$ cat config.mk
export PLATFORM = sky130hd
export DESIGN_NAME = ps2_frame_receiver
export DESIGN_NICKNAME = d
export VERILOG_FILES = /design/src/rtl/ps2_frame_receiver_pkg.sv /design/src/rtl/ps2_frame_receiver_line_filter.sv /design/src/rtl/ps2_frame_receiver.sv
export SDC_FILE = /design/constraint.sdc
export NUM_CORES = 1
export LEC_CHECK = 0
export BUFFER_PORTS_ARGS = -buffer_cell sky130_fd_sc_hd__clkbuf_2
export CORE_MARGIN = 3
export CORE_UTILIZATION = 30
export DETAILED_ROUTE_END_ITERATION = 12
export PLACE_DENSITY = 0.44
export SYNTH_ARGS = -nofsm -noshare
export SYNTH_HDL_FRONTEND = slang
export SYNTH_HIERARCHICAL = 1
export SYNTH_SLANG_ARGS = --single-unit
$ cat constraint.sdc
create_clock -name qzt_clk -period 3.6 [get_ports qzt_clk]
set_clock_uncertainty 0.2 [all_clocks]
set_input_delay 0.54 -clock qzt_clk [delete_from_list [all_inputs] [get_ports qzt_clk]]
set_output_delay 0.54 -clock qzt_clk [all_outputs]
set_load 0.005 [all_outputs]
$ cat src/rtl/ps2_frame_receiver_pkg.sv
// Shared definitions for the PS/2 frame receiver: FSM encoding, frame size and default tuning.
package ps2_frame_receiver_pkg;

  localparam int unsigned PS2_FRAME_BITS         = 11;
  localparam int unsigned DEFAULT_FILTER_LEN     = 8;
  localparam int unsigned DEFAULT_TIMEOUT_CYCLES = 50000;
  localparam int unsigned PS2_DATA_BITS          = 8;

  typedef enum logic [1:0] {
    ST_IDLE  = 2'd0,
    ST_RECV  = 2'd1,
    ST_CHECK = 2'd2
  } state_t;

  // Odd parity holds when data bits plus parity bit contain an odd number of ones
  function automatic logic odd_parity_ok(input logic [PS2_DATA_BITS:0] bits);
    return ^bits;
  endfunction

endpackage

$ cat src/rtl/ps2_frame_receiver_line_filter.sv
// Two-flop synchronizer plus stability filter for one raw PS/2 line, with a registered
// falling-edge pulse aligned to the cycle the filtered level drops.
module ps2_line_filter #(
  parameter int unsigned FILTER_LEN = 8
) (
  input  logic qzt_clk,
  input  logic nreset,
  input  logic i_line,
  output logic o_level,
  output logic o_fall
);

  localparam int unsigned CNT_W = (FILTER_LEN > 1) ? $clog2(FILTER_LEN) : 1;

  logic [1:0]       r_sync;
  logic [CNT_W-1:0] r_cnt;
  logic             r_level;
  logic             r_fall;
  logic             w_diff;
  logic             w_flip;

  assign w_diff = (r_sync[1] != r_level);
  // The FILTER_LEN-th consecutive differing sample commits the new level
  assign w_flip = w_diff && (r_cnt == CNT_W'(FILTER_LEN - 1));

  always_ff @(posedge qzt_clk or negedge nreset) begin
    if (!nreset) begin
      r_sync  <= 2'b11;
      r_cnt   <= '0;
      r_level <= 1'b1;
      r_fall  <= 1'b0;
    end else begin
      r_sync <= {r_sync[0], i_line};
      r_fall <= w_flip && r_level;
      if (!w_diff || w_flip) begin
        r_cnt <= '0;
      end else begin
        r_cnt <= r_cnt + CNT_W'(1);
      end
      if (w_flip) begin
        r_level <= r_sync[1];
      end
    end
  end

  assign o_level = r_level;
  assign o_fall  = r_fall;

endmodule

$ cat src/rtl/ps2_frame_receiver.sv
// PS/2 device-to-host frame receiver: filters both lines, shifts 11-bit frames on
// ps2_clk falling edges, checks odd parity and stop bit, and flags timeouts.
module ps2_frame_receiver
  import ps2_frame_receiver_pkg::*;
#(
  parameter int unsigned FILTER_LEN     = DEFAULT_FILTER_LEN,
  parameter int unsigned TIMEOUT_CYCLES = DEFAULT_TIMEOUT_CYCLES
) (
  input  logic       qzt_clk,
  input  logic       nreset,
  input  logic       ps2_clk,
  input  logic       ps2_data,
  output logic [7:0] data_out,
  output logic       data_valid,
  output logic       parity_err,
  output logic       frame_err,
  output logic       busy,
  output logic       edge_tick
);

  localparam int unsigned TMO_W   = $clog2(TIMEOUT_CYCLES);
  localparam int unsigned SHIFT_W = PS2_FRAME_BITS - 1;
  localparam logic [3:0]  LAST_BIT = 4'(PS2_FRAME_BITS - 2);

  state_t             r_state,     w_state_n;
  logic [3:0]         r_bit_cnt,   w_bit_cnt_n;
  logic [TMO_W-1:0]   r_tmo,       w_tmo_n;
  logic [SHIFT_W-1:0] r_shift,     w_shift_n;
  logic [7:0]         r_dout,      w_dout_n;
  logic               r_valid,     w_valid_n;
  logic               r_perr,      w_perr_n;
  logic               r_ferr,      w_ferr_n;
  logic               r_busy,      w_busy_n;
  logic               r_pend,      w_pend_n;
  logic               r_pend_data, w_pend_data_n;

  logic w_clk_fall;
  logic w_unused_clk_level;
  logic w_data_level;
  logic w_unused_data_fall;
  logic w_idle_edge;
  logic w_idle_bit;
  logic w_parity_ok;
  logic w_stop_ok;

  ps2_line_filter #(.FILTER_LEN(FILTER_LEN)) u_clk_filter (
    .qzt_clk (qzt_clk),
    .nreset  (nreset),
    .i_line  (ps2_clk),
    .o_level (w_unused_clk_level),
    .o_fall  (w_clk_fall)
  );

  ps2_line_filter #(.FILTER_LEN(FILTER_LEN)) u_data_filter (
    .qzt_clk (qzt_clk),
    .nreset  (nreset),
    .i_line  (ps2_data),
    .o_level (w_data_level),
    .o_fall  (w_unused_data_fall)
  );

  // An edge seen during CHECK is replayed in IDLE with the data level captured then
  assign w_idle_edge = w_clk_fall || r_pend;
  assign w_idle_bit  = r_pend ? r_pend_data : w_data_level;
  assign w_parity_ok = odd_parity_ok(r_shift[PS2_DATA_BITS:0]);
  assign w_stop_ok   = r_shift[SHIFT_W-1];

  always_comb begin
    w_state_n     = r_state;
    w_bit_cnt_n   = r_bit_cnt;
    w_tmo_n       = r_tmo;
    w_shift_n     = r_shift;
    w_dout_n      = r_dout;
    w_valid_n     = 1'b0;
    w_perr_n      = 1'b0;
    w_ferr_n      = 1'b0;
    w_pend_n      = 1'b0;
    w_pend_data_n = r_pend_data;
    case (r_state)
      ST_IDLE: begin
        w_bit_cnt_n = '0;
        w_tmo_n     = '0;
        if (w_idle_edge) begin
          if (!w_idle_bit) begin
            w_state_n = ST_RECV;
            w_shift_n = '0;
          end else begin
            w_ferr_n = 1'b1;
          end
        end
      end
      ST_RECV: begin
        if (w_clk_fall) begin
          w_shift_n = {w_data_level, r_shift[SHIFT_W-1:1]};
          w_tmo_n   = '0;
          if (r_bit_cnt == LAST_BIT) begin
            w_state_n = ST_CHECK;
          end else begin
            w_bit_cnt_n = r_bit_cnt + 4'd1;
          end
        end else if (r_tmo == TMO_W'(TIMEOUT_CYCLES - 1)) begin
          w_state_n   = ST_IDLE;
          w_ferr_n    = 1'b1;
          w_tmo_n     = '0;
          w_bit_cnt_n = '0;
          w_shift_n   = '0;
        end else begin
          w_tmo_n = r_tmo + TMO_W'(1);
        end
      end
      ST_CHECK: begin
        w_state_n     = ST_IDLE;
        w_pend_n      = w_clk_fall;
        w_pend_data_n = w_data_level;
        if (w_parity_ok && w_stop_ok) begin
          w_dout_n  = r_shift[PS2_DATA_BITS-1:0];
          w_valid_n = 1'b1;
        end else begin
          w_perr_n = !w_parity_ok;
          w_ferr_n = !w_stop_ok;
        end
      end
      default: begin
        w_state_n = ST_IDLE;
      end
    endcase
    w_busy_n = (w_state_n != ST_IDLE);
  end

  always_ff @(posedge qzt_clk or negedge nreset) begin
    if (!nreset) begin
      r_state     <= ST_IDLE;
      r_bit_cnt   <= '0;
      r_tmo       <= '0;
      r_shift     <= '0;
      r_dout      <= 8'h00;
      r_valid     <= 1'b0;
      r_perr      <= 1'b0;
      r_ferr      <= 1'b0;
      r_busy      <= 1'b0;
      r_pend      <= 1'b0;
      r_pend_data <= 1'b1;
    end else begin
      r_state     <= w_state_n;
      r_bit_cnt   <= w_bit_cnt_n;
      r_tmo       <= w_tmo_n;
      r_shift     <= w_shift_n;
      r_dout      <= w_dout_n;
      r_valid     <= w_valid_n;
      r_perr      <= w_perr_n;
      r_ferr      <= w_ferr_n;
      r_busy      <= w_busy_n;
      r_pend      <= w_pend_n;
      r_pend_data <= w_pend_data_n;
    end
  end

  assign data_out   = r_dout;
  assign data_valid = r_valid;
  assign parity_err = r_perr;
  assign frame_err  = r_ferr;
  assign busy       = r_busy;
  assign edge_tick  = w_clk_fall;

endmodule

## Yosys cells after proc, flatten, opt, wreduce, memory -nomap -nowiden

Index checks and enable logic that the tools add are counted.

- Register bits after elaboration: 59
- Bits of input ports: 4
- Output and inout port bits: 13
- Word-level logic and storage cells: 84

- Add/subtract/negate cells: 4
- Eq/ne operators: 12
- Mux-type cells: 32
- Reductions and logical operators: 18

Operator list:

| operator | number |
|---|---|
| two-way mux 10 bit | 4 |
| two-way mux 16 bit | 2 |
| case mux 16 bit (2 select lines) | 1 |
| case mux 10 bit (2 select lines) | 1 |
| adder 16 x 1 -> 16 bit (second input constant) | 1 |
| == test 16 bit (second input constant) | 1 |
| two-way mux 4 bit | 3 |
| two-way mux 1 bit | 11 |
| two-way mux 2 bit | 5 |
| parity 9 bit | 1 |
| case mux 4 bit (2 select lines) | 1 |
| adder 3 x 1 -> 3 bit (second input constant) | 2 |
| == test 3 bit (second input constant) | 2 |
| two-way mux 3 bit | 2 |
| adder 4 x 1 -> 4 bit (second input constant) | 1 |
| == test 4 bit (second input constant) | 1 |
| logical AND 1 bit | 4 |
| logical NOT 1 bit | 4 |
| != test 2 bit (second input constant) | 2 |
| case mux 2 bit (2 select lines) | 1 |
| AND reduction 4 bit | 1 |
| nonzero test 2 bit | 2 |
| logical OR 1 bit | 3 |
| != test 3 x 2 -> 1 bit (second input constant) | 1 |
| other kinds (8) | 9 |

## Depth between registers and ports, before layout

Gate-level depths: netlist (run 1).

- Depth after elaboration: 5
- Depth in mapped cells: 7
- Depth with buffers taken out: 6

## Hierarchy

Netlist (run 1), hierarchy kept.

By module, submodules not included:

| module | instances | cells an instance | area an instance (µm²) | seq. area each (µm²) |
|---|---|---|---|---|
| ps2_frame_receiver | 1 | 206 | 2213.4 | 1152.4 |
| ps2_line_filter | 2 | 15 | 254.0 | 178.9 |

## Worst setup path after synthesis (run 1)

Ideal clock, no wire load.

- Kind: register to register
- From: register r_tmo[0]
- To: register r_bit_cnt[0]
- Library setup time: 0.128 ns
- Data arrival time: 1.963 ns
- Data required time: 3.272 ns
- Path slack: 1.310 ns
- Stages on the path, launching flop included: 8
- Clock period less this slack: 2.290 ns
- Cells stage by stage: dfrtp_1 ha_1 nand4b_1 nor4_4 or2_1 buf_2 and3_1 mux2_1

- Word-level cells in the longest chain between the ends: 3

RTL lines:

| element | RTL line | RTL |
|---|---|---|
| start: declaration | ps2_frame_receiver.sv:27 | `logic [TMO_W-1:0] r_tmo, w_tmo_n;` |
| start signal: assignment | ps2_frame_receiver.sv:146 | `r_tmo <= w_tmo_n;` |
| == test 16 bit | ps2_frame_receiver.sv:101 | `end else if (r_tmo == TMO_W'(TIMEOUT_CYCLES - 1)) begin` |
| != test 3 x 2 -> 1 bit (no line) | - |  |
| AND reduction 3 bit (no line) | - |  |
| end signal: assignment | ps2_frame_receiver.sv:145 | `r_bit_cnt <= w_bit_cnt_n;` |
| end: declaration | ps2_frame_receiver.sv:26 | `logic [3:0] r_bit_cnt, w_bit_cnt_n;` |

No other way between the ends.
A chain may end at the register's enable or synchronous reset.

## Final worst setup path (run 1)

- From: register r_tmo[0]
- To: register r_shift[1]

- Word-level cells in the longest chain between the ends: 3

RTL lines:

| element | RTL line | RTL |
|---|---|---|
| == test 16 bit | ps2_frame_receiver.sv:101 |  |
| != test 3 x 2 -> 1 bit (no line) | - |  |
| AND reduction 4 bit (no line) | - |  |
| end signal: assignment | ps2_frame_receiver.sv:147 | `r_shift <= w_shift_n;` |
| end: declaration | ps2_frame_receiver.sv:28 | `logic [SHIFT_W-1:0] r_shift, w_shift_n;` |

No other way between the ends.

==> reports/results.ini, run 1 <==
[global_route]
grt_pass1_vias = 1761
grt_pass1_wl_um = 9070
grt_antenna_before_repair = 0
grt_use_total_pct = 11.4
grt-ovfl-total = 0
grt_max_degree = 41

[clocking]
ctsResizeCount = 0
clkLatencyLatePin_ps = 330
root_buffer = clkbuf_8
hold_buffers = 0
htree_levels = 3
cts_tree = done
cts.reportedPaths.clkPinSlew_ps = 70
numCtsBuffers = 9
cts.sink_count = 59
clk_path_buf_depth = 2
post_cts_buffers = 0

[synthesis]
synthesis.area_um2 = 2690
syn-num-nets = 245
syn_avg_cell_area_um2 = 11.5
synth_cells = 234
yosys_warnings = 6

[setup_path]
path_class = reg -> reg
crit_slowest_cell = or3_1
r2r-end = r_shift[1]
cp_max_fo = 17
cp-start-kind = flop
crit_required_ps = 3620
r2r_cells = 6
crit_path_max_incr_delay_ps = 530
cp.arrival_ps = 2690
cp-end-kind = flop
r2r_start = r_tmo[0]
rrSetupSlack_ps = 930
path_cells = ha_1 -> nand4b_1 -> nor4_4 -> nor2_2 -> or3_1 -> a22o_1

[detailed_routing]
dr.pass1.iters = 4
routed_wl_um = 5090
via_per_inst = 4.95
drc = 0
ant_nets = 0
first_iter_violations = 66
drt-wirelength-per-cell_um = 13.9
vias = 1818

[sta]
setup_violations = 0
fin_ws_ps = 928
finalHoldViolations = 0
final_max_slew_viol_count = 0
period_share_pct = 74.2
max-slew-margin-rel_pct = 34.9
tns_ps = 0
period_needed_ps = 2670
max_freq_mhz = 374
tightest_slew_ps = 977
grt_setup_unrepaired = no

[final_layout]
layout_commonest_cell = dfrtp_1
fill_cells = 838
area_delta_synth_final_pct = 15.8
drive_above_1_share_pct = 21.0
antenna_cells = 0
multi_input_area_um2 = 1130
fin_util_pct = 36.8
register_area_um2 = 1490
layout_common_cells = dfrtp_1 (52), clkbuf_2 (16), nor2_1 (15)
nets = 268

[floorplan]
dieHeight_um = 101
die_x_um = 101
num_io_pins = 17
core-area_um2 = 8460
initial_core_util_pct = 31.7
dieArea_um2 = 10100
row_count = 33

[place]
place.port_buffers = 16
post-place-ws_ps = 900
place_congestion = 0.820
hpwl_um = 3460

[flow_run]
drv_cap = 0

[pwr]
power_density_nw_per_um2 = 483
ir_drop_mv = 0.184
power.leakage_nw = 1.43

[hold_path]
worstHoldPathType = in -> reg
whs_endpoint = u_clk_filter/r_sync[0]
holdPathStages = 1
min_from = ps2_clk

[run_status]
outcome = finished, final reports clean

-- stage by stage --
stage               cells  area, µm²  hold slack [ps]  power (mW)
finish                367       3110             85.7        1.50
global route          367       3110             59.6        1.58
CTS                   367       3110             61.0        1.53
detailed placement    351       2880              147       0.837
global placement      351       2880              146       0.836
floorplan             234       2690             44.4       0.803
-- state kept, by name, summed over array words and instances, names as in the netlist, 2 cells and up --
| register | count |
|---|---|
| data_out | 8 |
| r_tmo | 16 |
| r_state | 2 |
| u_data_filter/r_sync | 2 |
| r_bit_cnt | 4 |
| r_shift | 10 |
| u_clk_filter/r_sync | 2 |
| u_data_filter/r_cnt | 3 |
| u_clk_filter/r_cnt | 3 |
-- cell type report --
type                       instances  area share (%)
clock buffer                      12            4.99
sequential                        59            47.7
timing repair buffer              19            3.30
multi-input combinational        158            36.2
tap                              105            4.22
inverter                          10            1.21
clock inverter                     4            2.33
-- report_power, final --
group	switching (mW)	total (mW)	leakage (nW)	internal, mW
registers	0.0250	0.736	0.795	0.711
clock network	0.254	0.680	0.113	0.427
logic	0.0460	0.0872	0.518	0.0412
-- how the worst max path moves through the flow --
stage / slack [ps] / endpoint / start
floorplan: 1310 / r_bit_cnt[0] / r_tmo[0]
global placement: 1020 / r_shift[0] / r_tmo[0]
detailed placement: 900 / r_shift[1] / r_tmo[0]
CTS: 890 / r_shift[4] / r_tmo[0]
global route: 680 / r_shift[7] / r_tmo[0]
finish: 930 / r_shift[1] / r_tmo[0]
-- routing by layer --
metal	up-vias	global-route usage (%)	wire, µm
li1	898	-	-
met1	886	15.6	2530
met2	28	16.5	2260
met3	6	4.64	213
met4	0	3.42	77
met5	-	0	0
-- worst max-delay path, delay by kind of cell (launching register included) --
| family | cells | cell delay, ps |
|---|---|---|
| simple gates | 4 | 1450 |
| flops | 1 | 380 |
| fa+ha+maj | 1 | 240 |
| compound gates | 1 | 290 |
No activity file was read; power rests on OpenSTA's default activity.
==> run 2: changes to the inputs <==
--- a/config.mk
+++ b/config.mk
@@ -5,11 +5,12 @@
 export SDC_FILE = /design/constraint.sdc
 export NUM_CORES = 1
 export LEC_CHECK = 0
+export ABC_AREA = 1
 export BUFFER_PORTS_ARGS = -buffer_cell sky130_fd_sc_hd__clkbuf_2
 export CORE_MARGIN = 3
 export CORE_UTILIZATION = 30
 export DETAILED_ROUTE_END_ITERATION = 12
-export PLACE_DENSITY = 0.44
+export PLACE_DENSITY = 0.46
 export SYNTH_ARGS = -nofsm -noshare
 export SYNTH_HDL_FRONTEND = slang
 export SYNTH_HIERARCHICAL = 1
==> constraint.sdc (replaced) <==
create_clock -name qzt_clk -period 2.25 [get_ports qzt_clk]
set_clock_uncertainty 0.2 [all_clocks]
set_input_delay 0.3375 -clock qzt_clk [delete_from_list [all_inputs] [get_ports qzt_clk]]
set_output_delay 0.3375 -clock qzt_clk [all_outputs]
set_load 0.005 [all_outputs]
==> run 2 against run 1 <==
- first-iteration DRC count increased by 88%
- routed wire length increased by 16%
- die area increased by 9.9%
- design area increased by 11%
- hold slack improved by 69 ps
- fmax increased by 43%
- highest routed layer unchanged
- sequential share of layout area decreased by 4.6 points
- core utilization decreased by 0.16 points
- combinational power increased to 7.0 times the previous value
- via count increased by 27%
- largest power group unchanged
- sequential power increased by 75%
==> reports/results.ini, run 2 <==
[detailed_routing]
drc = 0  ; unchanged
ant_nets = 0  ; unchanged
vias = 2301  ; +27%
drt-wirelength-per-cell_um = 11.3  ; -19%
dr.pass1.iters = 4  ; unchanged
via_per_inst = 4.40  ; -11%
first_iter_violations = 124  ; +88%
routed_wl_um = 5900  ; +16%

[sta]
setup_violations = 0  ; unchanged
fin_hold_ws_ps = 155  ; +69.5 ps
fin_ws_ps = 383  ; -545 ps
max-slew-margin-rel_pct = 75.0  ; +40 points
tightest_slew_ps = 375  ; -602 ps
tns_ps = 0  ; unchanged
grt_setup_unrepaired = no
period_needed_ps = 1870  ; -805 ps
finalHoldViolations = 0  ; unchanged
max_freq_mhz = 536  ; +43%
period_share_pct = 83.0  ; +8.8 points
final_max_slew_viol_count = 0  ; unchanged

[hold_path]
whs_endpoint = u_data_filter/r_sync[1]
min_from = u_data_filter/r_sync[0]
worstHoldPathType = reg -> reg
holdPathStages = 0  ; -1

[setup_path]
r2r_cells = 8  ; +2
path_cells = ha_1 -> nand3_1 -> nor2_1 -> nand2_2 -> nand2_4 -> inv_2 -> o21ai_0 -> o21ai_0
crit_slowest_cell = dfrtp_1
rrSetupSlack_ps = 380  ; -550 ps
cp-start-kind = flop
cp_top_family = flip-flops
crit_path_max_incr_delay_ps = 430  ; -100 ps
cp.arrival_ps = 1910  ; -780 ps
cp_max_fo = 12  ; -5
crit_required_ps = 2290  ; -1330 ps
crit_buf_inv = 1  ; +1
path_class = reg -> reg
r2r-end = r_tmo[6]
crit_top_cell = o21ai_0
cp-end-kind = flop
r2r_start = r_tmo[0]

[place]
place_congestion = 0.781  ; -4.7%
post-place-ws_ps = 405  ; -495 ps
placed_cell_area_um2 = 3210  ; +11%
place.port_buffers = 16  ; unchanged
dp_cells = 504  ; +44%
hpwl_um = 4070  ; +18%

[final_layout]
drive_above_1_share_pct = 17.3  ; -3.7 points
nets = 400  ; +49%
design_area_um2 = 3450  ; +11%
stdcell_count = 523  ; +43%
antenna_cells = 0  ; unchanged
layout_commonest_cell = nand2_1
largest_reg_flops = 16  ; unchanged
layout_common_cells = nand2_1 (109), dfrtp_1 (52), inv_1 (45), nor2_1 (28), nand3_1 (25)
fin_util_pct = 36.6  ; -0.16 points
regMostFlops = r_tmo
area_delta_synth_final_pct = 16.0

[global_route]
grt_max_degree = 60  ; +46%
grt_pass1_wl_um = 10500  ; +16%
grt-ovfl-total = 0  ; unchanged
grt_antenna_before_repair = 0  ; unchanged
grt_use_total_pct = 11.7  ; +0.31 points
grtUsageMet1_pct = 16.5  ; +0.92 points
grt-busiest-layer = met2
grtUsageMet2_pct = 17.1  ; +0.67 points
use_met3_pct = 3.61  ; -1.0 points
grt_pass1_vias = 2181  ; +24%

[pwr]
power_frac_comb_pct = 20.9  ; +15 points
ir_drop_mv = 0.361  ; +96%
p_seq_share_pct = 44.3  ; -4.6 points
switching_share_pct = 30.9  ; +9.3 points
p_total_mw = 2.92  ; +94%
p_switching_mw = 0.902  ; +180%
internal_power_mw = 2.02  ; +71%
power.leakage_nw = 1.68  ; +18%
power_density_nw_per_um2 = 847  ; +75%
clkPwrFrac_pct = 34.8  ; -10 points

[flow_run]
drv_cap = 0  ; unchanged

[floorplan]
initial_core_util_pct = 31.5  ; -0.19 points
dieHeight_um = 106  ; +4.8%
dieArea_um2 = 11100  ; +9.9%
die_x_um = 106  ; +4.8%
row_count = 35  ; +6.1%
core-area_um2 = 9420  ; +11%
num_io_pins = 17  ; unchanged

[run_status]
outcome = finished, final reports clean

[clocking]
clkLatencyLatePin_ps = 330  ; about the same
numCtsBuffers = 9  ; unchanged
hold_buffers = 3  ; +3
clk_path_buf_depth = 2  ; unchanged
cts.sink_count = 59  ; unchanged
htree_levels = 3  ; unchanged
cts_tree = done
cts.reportedPaths.clkPinSlew_ps = 70  ; about the same
post_cts_buffers = 0  ; unchanged
ctsResizeCount = 0  ; unchanged
root_buffer = clkbuf_8

[synthesis]
syn-num-nets = 371  ; +51%
synthesis.area_um2 = 2970  ; +11%
yosys_warnings = 6  ; unchanged
syn_avg_cell_area_um2 = 8.25  ; -28%
synth_cells = 360  ; +54%

==> run 2: worst max-delay path by stage <==
stage	cells past startpoint	endpoint	from
floorplan	9	r_tmo[15]	r_tmo[0]
global placement	8	r_tmo[6]	r_tmo[0]
detailed placement	8	r_tmo[6]	r_tmo[0]
CTS	8	r_tmo[6]	r_tmo[0]
global route	8	r_tmo[5]	r_tmo[0]
finish	8	r_tmo[6]	r_tmo[0]
==> run 2: cell type report <==
cell class / instances / area, µm²
clock inverters: 1 / 30.0
repair buffers: 22 / 145
well taps: 129 / 161
fillers: 985 / 5970
flip-flops and latches: 59 / 1490
multi-input cells: 249 / 1270
clock buffers: 15 / 176
inverters: 48 / 181
==> run 2: per-layer routing <==
layer	wire length (µm)	part of all wire, %
met3	234	4.0
met2	2530	43
met5	0	0
met4	51	0.86
met1	3090	52
==> run 2: worst register-to-register path: stages, from the launching register on <==
cell,delay [ps]
dfrtp_1,430
ha_1,260
nand3_1,130
nor2_1,80
nand2_2,110
nand2_4,90
inv_2,220
o21ai_0,120
o21ai_0,150
==> run 2: power by group through the flow <==
stage                     registers (mW)  clock network (mW)  logic (mW)
after floorplan                     1.29                   0       0.488
after global placement              1.31                   0       0.610
after detailed placement            1.31                   0       0.615
after CTS                           1.29                1.05       0.622
after global routing                1.31                1.11       0.718
final                               1.29                1.02       0.609
==> run 3: changes to the inputs <==
--- a/config.mk
+++ b/config.mk
@@ -10,7 +10,7 @@
 export CORE_MARGIN = 3
 export CORE_UTILIZATION = 30
 export DETAILED_ROUTE_END_ITERATION = 12
-export PLACE_DENSITY = 0.46
+export PLACE_DENSITY = 0.44
 export SYNTH_ARGS = -nofsm -noshare
 export SYNTH_HDL_FRONTEND = slang
 export SYNTH_HIERARCHICAL = 1
==> constraint.sdc (replaced) <==
create_clock -name qzt_clk -period 1.9 [get_ports qzt_clk]
set_clock_uncertainty 0.2 [all_clocks]
set_input_delay 0.285 -clock qzt_clk [delete_from_list [all_inputs] [get_ports qzt_clk]]
set_output_delay 0.285 -clock qzt_clk [all_outputs]
set_load 0.005 [all_outputs]
==> run 3 against run 2 <==
- first-iteration DRC count fell by 19%
- sequential share of layout area fell by 0.83 points
- critical path depth unchanged
- via count increased by 2.9%
- power increased by 19%
- routed wire length grew 8.8%
- non-clock buffer count is 7 higher
- global-route usage increased by 0.49 points
==> reports/results.ini, run 3 (synthesized netlist as in run 2, its figures left out) <==
[run_status]
outcome = finished, final reports clean

[sta]
setup_violations = 0  ; unchanged
finalHoldViolations = 0  ; unchanged
fin_ws_ps = 121  ; -262 ps
tns_ps = 0  ; unchanged
grt_setup_unrepaired = yes
period_share_pct = 93.6  ; +11 points
fin_hold_ws_ps = 156  ; +0.440 ps
max-slew-margin-rel_pct = 78.7  ; +3.7 points
final_max_slew_viol_count = 0  ; unchanged
tightest_slew_ps = 316  ; -59.1 ps
max_freq_mhz = 562  ; +4.9%
period_needed_ps = 1780  ; -87.9 ps

[detailed_routing]
dr.pass1.iters = 4  ; unchanged
drt-wirelength-per-cell_um = 12.1  ; +7.2%
vias = 2368  ; +2.9%
ant_nets = 0  ; unchanged
first_iter_violations = 101  ; -19%
routed_wl_um = 6420  ; +8.8%
drc = 0  ; unchanged
via_per_inst = 4.46  ; +1.4%

[final_layout]
antenna_cells = 0  ; unchanged
regMostFlops = r_tmo
layout_commonest_cell = nand2_1
area_delta_synth_final_pct = 18.3
fin_util_pct = 37.3  ; +0.72 points
largest_reg_flops = 16  ; unchanged
drive_above_1_share_pct = 20.1  ; +2.9 points
nets = 408  ; +2.0%
design_area_um2 = 3510  ; +2.0%
layout_common_cells = nand2_1 (108), dfrtp_1 (52), inv_1 (45), nor2_1 (27), nand3_1 (25)
stdcell_count = 531  ; +1.5%

[place]
placed_cell_area_um2 = 3250  ; +1.4%
hpwl_um = 4400  ; +8.1%
place.port_buffers = 16  ; unchanged
place_congestion = 0.772  ; -1.2%
dp_cells = 510  ; +1.2%
post-place-ws_ps = 45.1  ; -360 ps

[floorplan]
dieHeight_um = 106  ; unchanged
dieArea_um2 = 11100  ; unchanged
die_x_um = 106  ; unchanged
num_io_pins = 17  ; unchanged
row_count = 35  ; unchanged
initial_core_util_pct = 31.5  ; unchanged
core-area_um2 = 9420  ; unchanged

[setup_path]
crit_path_max_incr_delay_ps = 400  ; -30 ps
crit_slowest_cell = dfrtp_1
cp.arrival_ps = 1790  ; -120 ps
cp_top_family = simple AND/OR/NAND/NOR gates
crit_buf_inv = 0  ; -1
cp-end-kind = flop
path_cells = ha_2 -> nand3_1 -> nor2_2 -> nand2_2 -> nand2_4 -> nand3_2 -> nand2_1 -> o21ai_0
cp_max_fo = 8  ; -4
cp-start-kind = flop
path_class = reg -> reg
crit_required_ps = 1910  ; -380 ps

[clocking]
cts_tree = done
root_buffer = clkbuf_8
numCtsBuffers = 9  ; unchanged
clk_path_buf_depth = 2  ; unchanged
cts.sink_count = 59  ; unchanged
htree_levels = 3  ; unchanged
cts.reportedPaths.clkPinSlew_ps = 70  ; about the same
clkLatencyLatePin_ps = 330  ; about the same

[flow_run]
drv_cap = 0  ; unchanged

[global_route]
grt_use_total_pct = 12.2  ; +0.49 points
grt-ovfl-total = 0  ; unchanged
grt_max_degree = 60  ; unchanged
grt_antenna_before_repair = 0  ; unchanged
grt_pass1_vias = 2172  ; -0.41%
grt_pass1_wl_um = 10700  ; +1.3%

[hold_path]
worstHoldPathType = reg -> reg

[pwr]
power.leakage_nw = 1.71  ; +2.0%
power_density_nw_per_um2 = 987  ; +16%
ir_drop_mv = 0.482  ; +34%
p_total_mw = 3.47  ; +19%

-- run 3: changes by cell type in the layout (fill, tap and decap cells not counted), moves of 2 or more --
cell      previous run  this run
buf_4                2         9
clkbuf_1             3         1
clkbuf_8            12        10
clkinv_2             1         4
-- run 3: power breakdown --
part | switching, mW | total (mW) | internal (mW) | leakage [nW]
Sequential | 0.115 | 1.54 | 1.42 | 0.778
Combinational | 0.514 | 0.799 | 0.286 | 0.832
Clock | 0.497 | 1.13 | 0.635 | 0.0991
Total | 1.13 | 3.47 | 2.34 | 1.71
-- run 3: final timing paths --
| check | depth (start not counted) | endpoint | start | slack [ps] |
|---|---|---|---|---|
| max | 8 | r_shift[1] | r_tmo[0] | 120 |
| min in group asynchronous | 3 | r_tmo[9] | nreset | 290 |
| min | 0 | u_clk_filter/r_sync[1] | u_clk_filter/r_sync[0] | 160 |
| max in group asynchronous | 3 | u_clk_filter/o_level | nreset | 880 |
| min reg2reg | 0 | u_clk_filter/r_sync[1] | u_clk_filter/r_sync[0] | 160 |
| max reg2reg | 8 | r_shift[1] | r_tmo[0] | 120 |
-- run 3: per-layer routing --
layer	routed length, µm	vias to the layer above	global-route usage (%)	part of all wire (%)
li1	-	1229	-	-
met1	3250	1096	17.3	51
met2	2860	39	17.5	44
met3	279	4	3.92	4.3
met4	37	0	3.89	0.58
met5	0	-	0	0
-- run 3: area by class of cell --
type | count | area, µm²
inverters | 48 | 184
clock buffers | 11 | 141
multi-input cells | 250 | 1290
clock inverters | 5 | 52.6
repair buffers | 29 | 198
well taps | 129 | 161
flip-flops and latches | 59 | 1490
fillers | 991 | 5900
-- run 3: what timing repair did --
item,CTS,global route
endpoints found under the setup margin,0,27
endpoints found under the hold margin,54,0
buffers inserted,0,1
hold buffers,3,0
gates resized for setup,0,6
